## config.mk

```make
export PLATFORM = sky130hd
export DESIGN_NAME = meteor_field_ctrl
export DESIGN_NICKNAME = d
export VERILOG_FILES = /design/src/rtl/meteor_field_ctrl.sv
export SDC_FILE = /design/constraint.sdc
export NUM_CORES = 1
export LEC_CHECK = 0
export BUFFER_PORTS_ARGS = -buffer_cell sky130_fd_sc_hd__buf_4
export CORE_MARGIN = 3
export CORE_UTILIZATION = 55
export CTS_CLUSTER_SIZE = 25
export DETAILED_ROUTE_END_ITERATION = 10
export GPL_TIMING_DRIVEN = 0
export PLACE_DENSITY = 0.71
export SKIP_LAST_GASP = 1
export SYNTH_ARGS = -nofsm -noshare
export SYNTH_HDL_FRONTEND = slang
export SYNTH_SLANG_ARGS = --single-unit
```

## constraint.sdc

```tcl
create_clock -name i_Clk -period 4.4 [get_ports i_Clk]
set_clock_uncertainty 0.1 [all_clocks]
set_input_delay 0.88 -clock i_Clk [delete_from_list [all_inputs] [get_ports i_Clk]]
set_output_delay 0.88 -clock i_Clk [all_outputs]
set_load 0.02 [all_outputs]
```

## src/rtl/meteor_field_ctrl.sv

```systemverilog
`default_nettype none
// ============================================================================
// Module   : meteor_field_ctrl
// Brief    : Falling-meteor field for the shooter game. Spawns meteors on the
//            top row, steps them down the 40x30 board, detects bullet hits,
//            keeps score / lives / game-over and drives a registered per-cell
//            draw flag for the VGA compositor.
// Revision : 1.0 - initial release
// ============================================================================
module meteor_field_ctrl #(
  parameter int c_GameWidth   = 40,
  parameter int c_GameHeight  = 30,
  parameter int c_NumMeteors  = 4,
  parameter int c_MeteorSpeed = 2500000,
  parameter int c_SpawnGap    = 8,
  parameter int c_Lives       = 3
) (
  input  logic       i_Clk,
  input  logic       i_Rst,
  input  logic       i_GameActive,
  input  logic       i_BullActive,
  input  logic [5:0] i_BullX,
  input  logic [5:0] i_BullY,
  input  logic [5:0] i_ColCountDiv,
  input  logic [5:0] i_RowCountDiv,
  output logic       o_DrawMeteor,
  output logic       o_Hit,
  output logic       o_Miss,
  output logic [7:0] o_Score,
  output logic [1:0] o_Lives,
  output logic       o_GameOver
);

  localparam logic [1:0] c_StIdle = 2'd0;
  localparam logic [1:0] c_StPlay = 2'd1;
  localparam logic [1:0] c_StOver = 2'd2;

  localparam int                 c_TickW    = (c_MeteorSpeed > 1) ? $clog2(c_MeteorSpeed) : 1;
  localparam logic [c_TickW-1:0] c_TickLast = c_TickW'(c_MeteorSpeed - 1);
  localparam int                 c_GapW     = (c_SpawnGap > 1) ? $clog2(c_SpawnGap) : 1;
  localparam logic [c_GapW-1:0]  c_GapLast  = c_GapW'(c_SpawnGap - 1);
  localparam logic [5:0]         c_Width6   = 6'(c_GameWidth);
  localparam logic [5:0]         c_LastRow  = 6'(c_GameHeight - 1);
  localparam logic [1:0]         c_Lives2   = 2'(c_Lives);

  logic [1:0]              r_State;
  logic [1:0]              w_NextState;
  logic [c_TickW-1:0]      r_TickCount;
  logic [c_GapW-1:0]       r_SpawnCount;
  logic [7:0]              r_Lfsr;
  logic [c_NumMeteors-1:0] r_Act;
  logic [5:0]              r_X [c_NumMeteors];
  logic [5:0]              r_Y [c_NumMeteors];
  logic                    r_Draw;
  logic                    r_Hit;
  logic                    r_Miss;
  logic [7:0]              r_Score;
  logic [1:0]              r_Lives;

  logic                    w_Play;
  logic                    w_Tick;
  logic                    w_SpawnNow;
  logic                    w_SpawnTaken;
  logic                    w_LfsrFb;
  logic [5:0]              w_LfsrLow;
  logic [5:0]              w_SpawnX;
  logic                    w_GameOver;
  logic [c_NumMeteors-1:0] w_Coll;
  logic [c_NumMeteors-1:0] w_MissSlot;
  logic [c_NumMeteors-1:0] w_Free;
  logic [c_NumMeteors-1:0] w_SpawnOh;
  logic [c_NumMeteors-1:0] w_DrawMatch;

  assign w_Play     = (r_State == c_StPlay);
  assign w_Tick     = w_Play && (r_TickCount == c_TickLast);
  assign w_SpawnNow = w_Tick && (r_SpawnCount == c_GapLast);
  assign w_LfsrFb   = r_Lfsr[7] ^ r_Lfsr[5] ^ r_Lfsr[4] ^ r_Lfsr[3];
  assign w_LfsrLow  = r_Lfsr[5:0];
  // Fold the 0..63 random value onto the 0..c_GameWidth-1 column range
  assign w_SpawnX   = (w_LfsrLow >= c_Width6) ? (w_LfsrLow - c_Width6) : w_LfsrLow;

  // Per-slot hit, bottom-exit, free and draw-match decode; a hit always
  // beats the tick so a struck meteor can never also count as a miss
  generate
    for (genvar gi = 0; gi < c_NumMeteors; gi++) begin : g_slot
      assign w_Coll[gi]      = w_Play && r_Act[gi] && i_BullActive &&
                               (r_X[gi] == i_BullX) && (r_Y[gi] == i_BullY);
      assign w_MissSlot[gi]  = w_Tick && r_Act[gi] && !w_Coll[gi] && (r_Y[gi] == c_LastRow);
      assign w_Free[gi]      = !r_Act[gi] || w_MissSlot[gi];
      assign w_DrawMatch[gi] = r_Act[gi] && (r_X[gi] == i_ColCountDiv) &&
                               (r_Y[gi] == i_RowCountDiv);
    end
  endgenerate

  // Spawn target: lowest-index slot that is free after this cycle's misses
  always_comb begin
    w_SpawnOh    = '0;
    w_SpawnTaken = 1'b0;
    for (int i = 0; i < c_NumMeteors; i++) begin
      if (w_Free[i] && !w_SpawnTaken) begin
        w_SpawnOh[i] = w_SpawnNow;
        w_SpawnTaken = 1'b1;
      end
    end
  end

  // State register
  always_ff @(posedge i_Clk) begin
    if (i_Rst) r_State <= c_StIdle;
    else       r_State <= w_NextState;
  end

  // Next-state logic; OVER is entered one cycle after lives read zero
  always_comb begin
    w_NextState = r_State;
    case (r_State)
      c_StIdle: if (i_GameActive) w_NextState = c_StPlay;
      c_StPlay: begin
        if (!i_GameActive)        w_NextState = c_StIdle;
        else if (r_Lives == 2'd0) w_NextState = c_StOver;
      end
      c_StOver: if (!i_GameActive) w_NextState = c_StIdle;
      default:  w_NextState = c_StIdle;
    endcase
  end

  // State-decoded outputs
  always_comb begin
    w_GameOver = (r_State == c_StOver);
  end

  // Movement tick and spawn-gap counters: cleared in IDLE, frozen in OVER
  always_ff @(posedge i_Clk) begin
    if (i_Rst || r_State == c_StIdle) begin
      r_TickCount  <= '0;
      r_SpawnCount <= '0;
    end else if (w_Play) begin
      r_TickCount <= w_Tick ? '0 : r_TickCount + c_TickW'(1);
      if (w_Tick) r_SpawnCount <= (r_SpawnCount == c_GapLast) ? '0 : r_SpawnCount + c_GapW'(1);
    end
  end

  // Free-running random source, never reseeded by a game start
  always_ff @(posedge i_Clk) begin
    if (i_Rst) r_Lfsr <= 8'hA5;
    else       r_Lfsr <= {r_Lfsr[6:0], w_LfsrFb};
  end

  // Meteor slots: destroy on hit, fall on tick, leave at the bottom, spawn
  always_ff @(posedge i_Clk) begin
    if (i_Rst) begin
      r_Act <= '0;
      for (int i = 0; i < c_NumMeteors; i++) begin
        r_X[i] <= '0;
        r_Y[i] <= '0;
      end
    end else if (r_State == c_StIdle || (w_Play && !i_GameActive)) begin
      r_Act <= '0;
    end else if (w_Play) begin
      for (int i = 0; i < c_NumMeteors; i++) begin
        if (w_Coll[i] || w_MissSlot[i]) r_Act[i] <= 1'b0;
        else if (w_Tick && r_Act[i])    r_Y[i]   <= r_Y[i] + 6'd1;
        if (w_SpawnOh[i]) begin
          r_Act[i] <= 1'b1;
          r_X[i]   <= w_SpawnX;
          r_Y[i]   <= 6'd0;
        end
      end
    end
  end

  // Draw flag, one clock behind the pixel counters; blanked once in IDLE
  always_ff @(posedge i_Clk) begin
    if (i_Rst) r_Draw <= 1'b0;
    else       r_Draw <= (w_NextState != c_StIdle) && (|w_DrawMatch);
  end

  // Hit/miss pulses, saturating score and lives bookkeeping
  always_ff @(posedge i_Clk) begin
    if (i_Rst) begin
      r_Hit   <= 1'b0;
      r_Miss  <= 1'b0;
      r_Score <= 8'd0;
      r_Lives <= c_Lives2;
    end else begin
      r_Hit  <= |w_Coll;
      r_Miss <= |w_MissSlot;
      if (r_State == c_StIdle && i_GameActive) begin
        r_Score <= 8'd0;
        r_Lives <= c_Lives2;
      end else if (w_Play) begin
        if ((|w_Coll) && r_Score != 8'd255)  r_Score <= r_Score + 8'd1;
        if ((|w_MissSlot) && r_Lives != 2'd0) r_Lives <= r_Lives - 2'd1;
      end
    end
  end

  assign o_DrawMeteor = r_Draw;
  assign o_Hit        = r_Hit;
  assign o_Miss       = r_Miss;
  assign o_Score      = r_Score;
  assign o_Lives      = r_Lives;
  assign o_GameOver   = w_GameOver;

endmodule
`default_nettype wire

```

==> summary.txt <==
Outcome
  • Outcome: finished, final reports clean

Clocking
  • Root Buffer: clkbuf_8
  • Post-CTS Resized: 0
  • Worst skew pair latency: 370 ps
  • CTS tree: yes
  • Setup repair bufs after CTS: 0
  • Clock slew at reported path FFs: 90 ps
  • # hold bufs at CTS: 0
  • H-tree levels: 3
  • CTS Buffer Depth: 2
  • CTS buffer count: 9
  • # clock sinks: 100

Critical path
  • Worst reg2reg endpoint: r_X[2][2]
  • Critical Path AT: 4010 ps
  • WP data required: 4300 ps
  • Worst R2R Setup Slack: 320 ps
  • Most common cell on crit path: clkbuf_1
  • CP Cell Sequence: buf_4 > and3b_1 > clkbuf_1 > nand2_1 > nor4_1 > o311a_1 > clkbuf_1 > nand3b_1 > o21ai_0
  • Max Fanout on Critical Path: 9
  • Slowest stage delay, CP: 810 ps
  • Crit path to: r_X[2][2]
  • Worst Setup End Kind: register
  • R2r startpoint: r_State[0]
  • Startpoint Class: input port
  • Critical Path Start: i_BullActive
  • R2R depth: 9
  • Slowest cell on crit path: o21ai_0
  • Crit Path Class: input port to register

Logic synthesis
  • Post-synthesis register bit count: 100
  • Avg Cell Area, Syn: 9.21 um2
  • Post-synth ARST share: 0
  • Dominant synthesized flop cell: dfxtp_1
  • Syn Nets: 688
  • Synthesized area: 0.00595 mm2
  • Number of synthesized flops with an enable pin: 48
  • Synthesis Warnings: 0
  • Sequential element share of the synthesized area: 0.417
  • Cell count after synthesis: 646
  • Unique masters post-synth: 58

Timing
  • Final min period: 4110 ps
  • Rel. slew slack: 0.300
  • Setup_tns: 0 ps
  • Final hold violations: 0
  • RSZ-0062 raised after global routing: no
  • Max Freq: 0.243 GHz
  • Hold slack final: 323 ps
  • # setup viols final: 0
  • Worst Tran Pin Value: 1040 ps
  • Fin crit share: 0.934
  • Slew Limit Fails: 0

Detailed routing
  • Via density: 5.92
  • Antenna viol nets, final: 0
  • DR iter-0 viols: 365
  • Via count: 4880
  • Detailed Route WL: 15400 um
  • DRC errors left: 0
  • Wire per inst: 18.6 um
  • TritonRoute pass-1 iters: 5

Final layout
  • Area occupied by multi-input gates: 0.00323 mm2
  • Ant. Diodes: 0
  • Syn-to-layout area delta: 10.3%
  • Register area: 0.00248 mm2
  • # fillers: 909
  • Share of cells above drive strength 1: 0.0885
  • Finished Layout Cells: 825
  • Final nets: 726

Floorplan
  • Die Wd: 110 um
  • Die area: 0.0121 mm2
  • Ports: 42
  • Initial Utilization: 0.571
  • Core ar.: 0.0104 mm2
  • FP Rows: 37
  • Die Y: 110 um

Power
  • Leak Pwr: 2.16 nW
  • Net Sw Frac: 0.251
  • Sw Pwr: 0.000495 W
  • Sequential group share of total power: 0.526
  • Internal power: 0.00148 W
  • Final Power: 0.00197 W
  • Pwr dens: 300 mW/mm2
  • Clk pwr share: 0.359
  • VDD IR max: 0.179 mV
  • Combinational power share: 0.115

Hold path
  • Hold WC Path Type: register to register

Global route
  • GRT overflow: 0
  • GRT Util Overall: 0.265
  • Number of global-route vias before repair: 4774
  • Largest net degree at the start of global routing: 17
  • Initial antenna violation count: 0
  • First-pass GRT wire length: 24200 um

Run
  • Max cap viols: 0

Placed design
  • Placer congestion estimate: 0.957
  • Port bufs: 27
  • Post-DP HPWL: 11800 um
  • Inst Count DP: 809
synth_stat cells (all sizes together), types with 2 or more instances:
| cell | count | area (um2) |
|---|---|---|
| a2111oi | 2 | 17.5 |
| a211oi | 2 | 15.0 |
| a21o | 3 | 22.5 |
| a21oi | 18 | 90.1 |
| a2bb2oi | 2 | 17.5 |
| a41oi | 2 | 17.5 |
| and2 | 2 | 12.5 |
| and4 | 5 | 43.8 |
| buf | 5 | 36.3 |
| clkbuf | 35 | 133 |
| dfxtp | 52 | 1040 |
| edfxtp | 48 | 1440 |
| ha | 14 | 175 |
| inv | 18 | 67.6 |
| mux2i | 3 | 30.0 |
| nand2 | 45 | 169 |
| nand2b | 5 | 38.8 |
| nand3 | 31 | 155 |
| nand3b | 5 | 37.5 |
| nand4 | 38 | 238 |
| nand4b | 2 | 17.5 |
| nor2 | 80 | 315 |
| nor2b | 3 | 18.8 |
| nor3 | 17 | 96.4 |
| nor3b | 2 | 15.0 |
| nor4 | 20 | 140 |
| nor4bb | 2 | 20.0 |
| o211ai | 4 | 30.0 |
| o21a | 2 | 15.0 |
| o21ai | 15 | 75.1 |
| o31ai | 2 | 15.0 |
| or2 | 3 | 18.8 |
| or3 | 10 | 67.6 |
| or4 | 4 | 30.0 |
| xnor2 | 83 | 727 |
| xor2 | 49 | 429 |
per-layer routing:
layer  share of wire  GRT usage
met5               0          0
met4           0.027      0.103
met3           0.064     0.0408
met2            0.47      0.437
met1            0.43      0.349
cells in the final DEF, fill, tap and decap left out, types with 14 or more instances in the layout:
cell,n
xnor2_1,83
nor2_1,74
dfxtp_1,52
xor2_1,49
edfxtp_1,48
nand2_1,45
nand4_1,38
clkbuf_1,36
nand3_1,31
buf_4,27
nor4_1,19
inv_1,18
a21oi_1,18
nor3_1,16
o21ai_0,14
ha_1,14
state kept, by name, summed over array words and instances, names as in the netlist:
| register | flops |
|---|---|
| o_Hit | 1 |
| r_SpawnCount | 3 |
| o_DrawMeteor | 1 |
| r_TickCount | 22 |
| r_X | 24 |
| r_State | 2 |
| o_Score | 8 |
| o_Lives | 2 |
| r_Act | 4 |
| r_Lfsr | 8 |
| o_Miss | 1 |
| r_Y | 24 |
cell families (layout without fill, tap and decap cells):
family	after synthesis	in the layout	share of synthesized area
and+or+nand+nor	279	279	0.248
xor gates and xnor gates	132	132	0.194
DFF	100	100	0.417
AOI/OAI and AO/OA	59	59	0.0639
buffers and inverters	58	101	0.0398
adders and majority gates	14	14	0.0294
muxes	4	4	0.00694
final cells by class:
cell class	count	share of cell area
tap	136	0.0259
multi-input combinational	488	0.492
inverter	18	0.0103
sequential	100	0.378
timing repair buffer	27	0.0309
buffer	40	0.0257
clock inverter	5	0.0164
clock buffer	11	0.0200
critical path, delay by kind of cell:
family / cells / cell delay [ps]
buffers and inverters: 3 / 770
AND/OR/NAND/NOR: 4 / 1280
AO/OA/AOI/OAI: 2 / 1060
metrics by stage:
step                area, um2  utilization  setup slack (ps)
floorplan                5950            -               994
global placement         6320        0.607               117
detailed placement       6320        0.607              33.5
CTS                      6560        0.630               408
global route             6560        0.630               140
finish                   6560        0.630               290
power groups by stage:
stage	clock network, W	registers [W]	logic (W)
3_5_place_dp	0	0.00106	0.000223
3_3_place_gp	0	0.00106	0.000218
2_1_floorplan	0	0.00105	0.000161
4_1_cts	0.000720	0.00104	0.000225
6_report	0.000708	0.00104	0.000226
5_1_grt	0.000755	0.00104	0.000246
worst min-delay path by stage:
stage                 to  depth (start not counted)  slack, ps       from
6_report       r_Lfsr[7]                          1        320  r_Lfsr[6]
3_5_place_dp   r_Lfsr[7]                          1        300  r_Lfsr[6]
3_3_place_gp   r_Lfsr[7]                          1        300  r_Lfsr[6]
5_1_grt        r_Lfsr[7]                          1        330  r_Lfsr[6]
2_1_floorplan  r_Lfsr[7]                          1        290  r_Lfsr[6]
4_1_cts        r_Lfsr[7]                          1        330  r_Lfsr[6]
No activity file was read; power rests on OpenSTA's default activity.
